$ cat src/rtl/qos_traffic_gen_if.sv
// rtl/qos_traffic_gen_if.sv - ingress push/data and per-class drain pop bus of the QoS traffic generator
interface qos_traffic_gen_if #(
    parameter int CHANNELS = 4,
    parameter int DATA_W   = 12
);
    logic                push;
    logic [DATA_W-1:0]   data_out;
    logic                pause;
    logic [CHANNELS-1:0] pop;
    logic [CHANNELS-1:0] fifo_empty;

    modport master (output push, output data_out, output pop, input pause, input fifo_empty);
    modport slave  (input push, input data_out, input pop, output pause, output fifo_empty);
endinterface

$ cat src/rtl/qos_traffic_gen.sv
// rtl/qos_traffic_gen.sv - QoS path sequencer: config, class-tagged fill, gap, round-robin drain
// Optional QOS_TG_LFSR_EN: payload from a 16-bit LFSR instead of the running push count.
module qos_traffic_gen #(
    parameter int CHANNELS     = 4,
    parameter int DATA_W       = 12,
    parameter int WORDS_PER_CH = 4,
    parameter int CFG_CYCLES   = 3,
    parameter int GAP_CYCLES   = 10,
    parameter int UMB_W        = 4,
    parameter int CNT_W        = 16
) (
    input  logic                clk_i,
    input  logic                reset_i,
    input  logic                start_i,
    input  logic [UMB_W-1:0]    cfg_umbral_hi_i,
    input  logic [UMB_W-1:0]    cfg_umbral_lo_i,
    qos_traffic_gen_if.master   bus,
    output logic                init_o,
    output logic [UMB_W-1:0]    umbral_high_o,
    output logic [UMB_W-1:0]    umbral_low_o,
    output logic                busy_o,
    output logic                done_o,
    output logic [CNT_W-1:0]    sent_cnt_o,
    output logic [CNT_W-1:0]    popped_cnt_o
);
    localparam int CH_W  = $clog2(CHANNELS);
    localparam int PW    = DATA_W - CH_W;
    localparam int CFG_W = $clog2(CFG_CYCLES + 1);
    localparam int GAP_W = $clog2(GAP_CYCLES + 1);

    localparam logic [CH_W-1:0]  CH_LAST   = CH_W'(CHANNELS - 1);
    localparam logic [7:0]       WORD_LAST = 8'(WORDS_PER_CH - 1);
    localparam logic [CFG_W-1:0] CFG_LAST  = CFG_W'(CFG_CYCLES - 1);
    localparam logic [GAP_W-1:0] GAP_LAST  = GAP_W'(GAP_CYCLES - 1);

    typedef enum logic [2:0] {
        S_IDLE, S_CONFIG, S_FILL, S_GAP, S_DRAIN, S_DONE
    } state_e;

    state_e             state_q, state_d;
    logic [CH_W-1:0]    class_q, class_d;
    logic [7:0]         word_q, word_d;
    logic [CFG_W-1:0]   cfg_cnt_q, cfg_cnt_d;
    logic [GAP_W-1:0]   gap_cnt_q, gap_cnt_d;
    logic [CH_W-1:0]    rr_q, rr_d;
    logic               all_empty_q, all_empty_d;
    logic [UMB_W-1:0]   umb_hi_q, umb_hi_d;
    logic [UMB_W-1:0]   umb_lo_q, umb_lo_d;
    logic [CNT_W-1:0]   sent_q, sent_d;
    logic [CNT_W-1:0]   popped_q, popped_d;
    logic [PW-1:0]      payload;
    logic               found;
    logic [CH_W-1:0]    sel;
    logic [CH_W-1:0]    idx;

`ifdef QOS_TG_LFSR_EN
    localparam logic [15:0] LFSR_SEED = 16'hACE1;
    logic [15:0] lfsr_q, lfsr_d;
    assign payload = lfsr_q[PW-1:0];
`else
    assign payload = PW'(sent_q);
`endif

    // Cyclic search for the first non-empty FIFO at or after the round-robin pointer.
    always_comb begin
        found = 1'b0;
        sel   = '0;
        idx   = '0;
        for (int i = 0; i < CHANNELS; i++) begin
            idx = rr_q + CH_W'(i);
            if (!found && !bus.fifo_empty[idx]) begin
                found = 1'b1;
                sel   = idx;
            end
        end
    end

    always_comb begin
        state_d     = state_q;
        class_d     = class_q;
        word_d      = word_q;
        cfg_cnt_d   = cfg_cnt_q;
        gap_cnt_d   = gap_cnt_q;
        rr_d        = rr_q;
        all_empty_d = all_empty_q;
        umb_hi_d    = umb_hi_q;
        umb_lo_d    = umb_lo_q;
        sent_d      = sent_q;
        popped_d    = popped_q;
`ifdef QOS_TG_LFSR_EN
        lfsr_d      = lfsr_q;
`endif
        init_o      = 1'b0;
        bus.push    = 1'b0;
        bus.pop     = '0;

        case (state_q)
            S_IDLE, S_DONE: begin
                if (start_i) begin
                    state_d     = S_CONFIG;
                    umb_hi_d    = cfg_umbral_hi_i;
                    umb_lo_d    = cfg_umbral_lo_i;
                    class_d     = '0;
                    word_d      = '0;
                    cfg_cnt_d   = '0;
                    gap_cnt_d   = '0;
                    rr_d        = '0;
                    all_empty_d = 1'b0;
                    sent_d      = '0;
                    popped_d    = '0;
`ifdef QOS_TG_LFSR_EN
                    lfsr_d      = LFSR_SEED;
`endif
                end
            end
            S_CONFIG: begin
                init_o = 1'b1;
                if (cfg_cnt_q == CFG_LAST) state_d = S_FILL;
                else                       cfg_cnt_d = cfg_cnt_q + CFG_W'(1);
            end
            S_FILL: begin
                if (!bus.pause) begin
                    bus.push = 1'b1;
                    sent_d   = (&sent_q) ? sent_q : sent_q + CNT_W'(1);
`ifdef QOS_TG_LFSR_EN
                    lfsr_d   = {lfsr_q[14:0], lfsr_q[15] ^ lfsr_q[13] ^ lfsr_q[12] ^ lfsr_q[10]};
`endif
                    if (word_q == WORD_LAST) begin
                        word_d = '0;
                        if (class_q == CH_LAST) state_d = S_GAP;
                        else                    class_d = class_q + CH_W'(1);
                    end else begin
                        word_d = word_q + 8'd1;
                    end
                end
            end
            S_GAP: begin
                all_empty_d = 1'b0;
                if (gap_cnt_q == GAP_LAST) state_d = S_DRAIN;
                else                       gap_cnt_d = gap_cnt_q + GAP_W'(1);
            end
            S_DRAIN: begin
                all_empty_d = &bus.fifo_empty;
                if (found) begin
                    bus.pop[sel] = 1'b1;
                    rr_d         = sel + CH_W'(1);
                    popped_d     = (&popped_q) ? popped_q : popped_q + CNT_W'(1);
                end
                if ((&bus.fifo_empty) && all_empty_q) state_d = S_DONE;
            end
            default: state_d = S_IDLE;
        endcase
    end

    always_ff @(posedge clk_i) begin
        if (reset_i) begin
            state_q     <= S_IDLE;
            class_q     <= '0;
            word_q      <= '0;
            cfg_cnt_q   <= '0;
            gap_cnt_q   <= '0;
            rr_q        <= '0;
            all_empty_q <= 1'b0;
            umb_hi_q    <= '0;
            umb_lo_q    <= '0;
            sent_q      <= '0;
            popped_q    <= '0;
`ifdef QOS_TG_LFSR_EN
            lfsr_q      <= LFSR_SEED;
`endif
        end else begin
            state_q     <= state_d;
            class_q     <= class_d;
            word_q      <= word_d;
            cfg_cnt_q   <= cfg_cnt_d;
            gap_cnt_q   <= gap_cnt_d;
            rr_q        <= rr_d;
            all_empty_q <= all_empty_d;
            umb_hi_q    <= umb_hi_d;
            umb_lo_q    <= umb_lo_d;
            sent_q      <= sent_d;
            popped_q    <= popped_d;
`ifdef QOS_TG_LFSR_EN
            lfsr_q      <= lfsr_d;
`endif
        end
    end

    // Data is forced to zero outside FILL so idle/reset states present a clean bus.
    assign bus.data_out  = (state_q == S_FILL) ? {class_q, payload} : '0;
    assign busy_o        = (state_q != S_IDLE) && (state_q != S_DONE);
    assign done_o        = (state_q == S_DONE);
    assign umbral_high_o = umb_hi_q;
    assign umbral_low_o  = umb_lo_q;
    assign sent_cnt_o    = sent_q;
    assign popped_cnt_o  = popped_q;
endmodule

$ cat src/flat_wrapper.sv
// flat-port wrapper written by rule: the top's interface ports become plain ports
module qos_traffic_gen_flat 
#(
    parameter int CHANNELS     = 4,
    parameter int DATA_W       = 12,
    parameter int WORDS_PER_CH = 4,
    parameter int CFG_CYCLES   = 3,
    parameter int GAP_CYCLES   = 10,
    parameter int UMB_W        = 4,
    parameter int CNT_W        = 16
)
  (clk_i, reset_i, start_i, cfg_umbral_hi_i, cfg_umbral_lo_i, init_o, umbral_high_o, umbral_low_o, busy_o, done_o, sent_cnt_o, popped_cnt_o, bus_push, bus_data_out, bus_pop, bus_pause, bus_fifo_empty);
  qos_traffic_gen_if #(.CHANNELS(CHANNELS), .DATA_W(DATA_W)) bus_i ();
  input  logic clk_i;
  input  logic reset_i;
  input  logic start_i;
  input  logic [UMB_W-1:0] cfg_umbral_hi_i;
  input  logic [UMB_W-1:0] cfg_umbral_lo_i;
  output logic init_o;
  output logic [UMB_W-1:0] umbral_high_o;
  output logic [UMB_W-1:0] umbral_low_o;
  output logic busy_o;
  output logic done_o;
  output logic [CNT_W-1:0] sent_cnt_o;
  output logic [CNT_W-1:0] popped_cnt_o;
  output wire logic [$bits(bus_i.push)-1:0] bus_push;
  output wire logic [$bits(bus_i.data_out)-1:0] bus_data_out;
  output wire logic [$bits(bus_i.pop)-1:0] bus_pop;
  input wire logic [$bits(bus_i.pause)-1:0] bus_pause;
  input wire logic [$bits(bus_i.fifo_empty)-1:0] bus_fifo_empty;
  assign bus_push = bus_i.push;
  assign bus_data_out = bus_i.data_out;
  assign bus_pop = bus_i.pop;
  assign bus_i.pause = bus_pause;
  assign bus_i.fifo_empty = bus_fifo_empty;
  qos_traffic_gen #(.CHANNELS(CHANNELS), .DATA_W(DATA_W), .WORDS_PER_CH(WORDS_PER_CH), .CFG_CYCLES(CFG_CYCLES), .GAP_CYCLES(GAP_CYCLES), .UMB_W(UMB_W), .CNT_W(CNT_W)) u_core (.clk_i(clk_i), .reset_i(reset_i), .start_i(start_i), .cfg_umbral_hi_i(cfg_umbral_hi_i), .cfg_umbral_lo_i(cfg_umbral_lo_i), .bus(bus_i), .init_o(init_o), .umbral_high_o(umbral_high_o), .umbral_low_o(umbral_low_o), .busy_o(busy_o), .done_o(done_o), .sent_cnt_o(sent_cnt_o), .popped_cnt_o(popped_cnt_o));
endmodule
$ cat config.mk
export PLATFORM = sky130hd
export DESIGN_NAME = qos_traffic_gen_flat
export DESIGN_NICKNAME = d
export VERILOG_FILES = /design/src/rtl/qos_traffic_gen_if.sv /design/src/rtl/qos_traffic_gen.sv /design/src/flat_wrapper.sv
export SDC_FILE = /design/constraint.sdc
export NUM_CORES = 1
export LEC_CHECK = 0
export CAP_MARGIN = 5
export CORE_MARGIN = 8
export CORE_UTILIZATION = 50
export DETAILED_ROUTE_END_ITERATION = 7
export MAX_ROUTING_LAYER = met4
export PLACE_DENSITY = 0.79
export SYNTH_ARGS = -nofsm -noshare
export SYNTH_HDL_FRONTEND = slang
export SYNTH_SLANG_ARGS = --single-unit
$ cat constraint.sdc
create_clock -name clk_i -period 2.6 [get_ports clk_i]
set_input_delay 0.52 -clock clk_i [delete_from_list [all_inputs] [get_ports clk_i]]
set_output_delay 0.52 -clock clk_i [all_outputs]
set_load 0.02 [all_outputs]
==> impl_metrics.yaml <==
timing:
  tightest_slew_ps: 804
  min_period_ps: 2510
  max_freq_ghz: 0.398
  fin_worst_skew_ps: 7.12
  setup_viol: 0
  hold_viol_final: 0
  min_period_over_period_pct: 96.7
  relSlewSlack_pct: 46.2
  rsz0062_at_grt: "false"
  finalMaxSlewViolations: 0
floorplan:
  die_x_um: 99.4
  start_util_pct: 51.5
  ios: 76
  die_area_mm2: 0.00988
  rows: 30
  design.core.area_mm2: 0.00676
  fp.dieH_um: 99.4
drt:
  met3_length_um: 599
  drt-vias-per-instance: 5.74
  drt_drc_violations_left: 0
  wl_um: 9310
  dr.pass1.iters: 4
  routed.top_layer: "met4"
  vias: 3500
  ant_nets: 0
  drt_iter0_markers: 212
  route.met2.wl_um: 4370
  wl_per_cell_um: 15.3
  wl_met1_um: 4190
layout:
  drive_gt1_share_pct: 12.1
  nNetsFinal: 552
  layout_commonest_cell: "clkdlybuf4s50_1"
  finish.instance_area_mm2: 0.00464
  antenna_cells: 0
  area_delta_synth_final_pct: 33.4
  fin_util_pct: 68.7
  instances_no_fill: 610
  layout_common_cells: "clkdlybuf4s50_1, dfxtp_1, nor2_1"
run_status:
  status: "completed"
worst_setup_path:
  path_max_fanout: 4
  arrival_ps: 1990
  cp-start-kind: "primary input"
  critical_path_class: "primary input to output pin"
  endpoint_kind: "output pin"
  cp.required_ps: 2080
clock_network:
  cts_tree: "built"
  cts_buffer_depth: 2
  cts-buffers-inserted: 9
  cts.root.buffer_cell: "clkbuf_8"
  cts_num_sinks: 62
  path_clk_slew_ps: 70
  htreeDepth: 3
  worstSkewPairLatency_ps: 340
power_and_ir_drop:
  powerDensity_mw_per_mm2: 627
  power_w: 0.00291
  total_leakage_power_nw: 1.67
  vdd_ir_drop_max_uv: 317
min_path:
  min_path_type: "flip-flop to flip-flop"
job:
  cap_violations: 0
grt:
  antenna_found_initial: 0
  grt_max_degree: 27
  grt.total_usage_pct: 20.0
  grt_pass1_vias: 3311
  grt_pass1_wl_um: 16000
  grt_overflow_total: 0
synth:
  synth_top_cell_area_share_pct: 35.7
  synthFlopType: "dfxtp_1"
  synth.avg_cell_area_um2: 7.98
  yosysSeqAreaShare_pct: 35.7
  yosysWarnings: 0
  synthDistinctLibCells: 59
  async_reset_ff_share_pct: 0
  synth_area_mm2: 0.00348
  synth_top_cell_by_area: "dfxtp_1"
  synth_seq_cells: 62
  postSynthCellCount: 436
  synth_edf_count: 0
  yosys-top-cells-area: "dfxtp_1, nor2_1, a21oi_1, nand2_1, ha_1"
  synth.net_count: 463
place:
  dpl.hpwl_um: 6850
  io_buffer_count: 75
  placedCellCount: 591
  dpl-instance-area_mm2: 0.00440
  gp_congestion: 0.863
## sequential cells by signal, summed over array words and instances, names as in the netlist
| name | count |
|---|---|
| u_core.state_q | 3 |
| u_core.word_q | 8 |
| u_core.cfg_cnt_q | 2 |
| u_core.all_empty_q | 1 |
| u_core.gap_cnt_q | 4 |
| u_core.umbral_high_o | 4 |
| u_core.rr_q | 2 |
| u_core.umbral_low_o | 4 |
| u_core.sent_cnt_o | 16 |
| u_core.class_q | 2 |
| u_core.popped_cnt_o | 16 |
## metrics by stage
step	setup TNS (ps)	setup slack (ps)	hold WS, ps
floorplan	0	537	461
global placement	-1640	-434	441
detailed placement	-2070	-557	459
CTS	0	15.3	468
global route	0	5.51	490
finish	0	86.4	462
## layout make-up
type                            count  area (µm²)
Multi-Input combinational cell    341        2130
Fill cell                         547        2110
Sequential cell                    62        1240
Timing Repair Buffer              101         935
Clock buffer                       10         138
Tap cell                           80         100
Clock inverter                      6        61.3
Inverter                           10        37.5
## path summary, 6_finish.rpt
kind	startpoint	to	slack, ps	depth (start not counted)
worst max-delay path	bus_fifo_empty[3]	bus_pop[3]	90	7
worst min-delay path	u_core.umbral_low_o[0]$_SDFFE_PP0P_	u_core.umbral_low_o[0]$_SDFFE_PP0P_	460	2
worst max register to register	u_core.popped_cnt_o[0]$_SDFFE_PP0P_	u_core.popped_cnt_o[6]$_SDFFE_PP0P_	410	7
worst min register to register	u_core.umbral_low_o[0]$_SDFFE_PP0P_	u_core.umbral_low_o[0]$_SDFFE_PP0P_	460	2
## metal layers
metal / vias to the layer above / GRT usage [%]
met3: 15 / 4.89
met4: 0 / 8.38
li1: 1751 / -
met5: - / -
met1: 1625 / 24.3
met2: 109 / 30.9
## worst max-delay path: stages
cell	delay, ps
clkdlybuf4s50_1	560
inv_1	100
o221ai_4	250
inv_2	70
ha_1	190
and3_1	140
buf_4	150
## synth_stat cells (4+ instances only)
master / number
dfxtp_1: 62
nor2_1: 53
a21oi_1: 39
nand2_1: 37
o21ai_0: 20
nand3_1: 17
and2_1: 15
clkbuf_1: 14
xnor2_1: 12
ha_1: 11
nand4_1: 11
nor3_1: 11
and3_1: 10
inv_1: 10
nand2b_1: 10
or3_1: 8
buf_2: 7
mux2i_1: 7
a211oi_1: 6
a31oi_1: 6
a2111oi_0: 5
nand3b_1: 5
or4_1: 5
o31ai_1: 4
## logic make-up (layout without fill, tap and decap cells)
| family | Yosys count | after routing | share of synthesized area [%] |
|---|---|---|---|
| and+or+nand+nor | 202 | 202 | 30.6 |
| AOI/OAI and AO/OA | 105 | 105 | 19.6 |
| DFF | 62 | 62 | 35.7 |
| buffers and inverters | 33 | 127 | 4.03 |
| xor gates and xnor gates | 15 | 15 | 3.78 |
| adders and majority gates | 11 | 11 | 3.96 |
| muxes | 8 | 8 | 2.34 |
## report_power, final
group,switching (W),internal [W]
combinational,0.000558,0.000402
clock,0.000393,0.000465
sequential,0.0000785,0.00101
total,0.00103,0.00188
## what timing repair did
action,in CTS,in global routing
setup endpoints to repair,14,19
pin swaps,1,1
hold buffers,0,0
resized for setup,25,6
buffers inserted,2,1
Note: power is estimated with default switching activity, not from simulation.
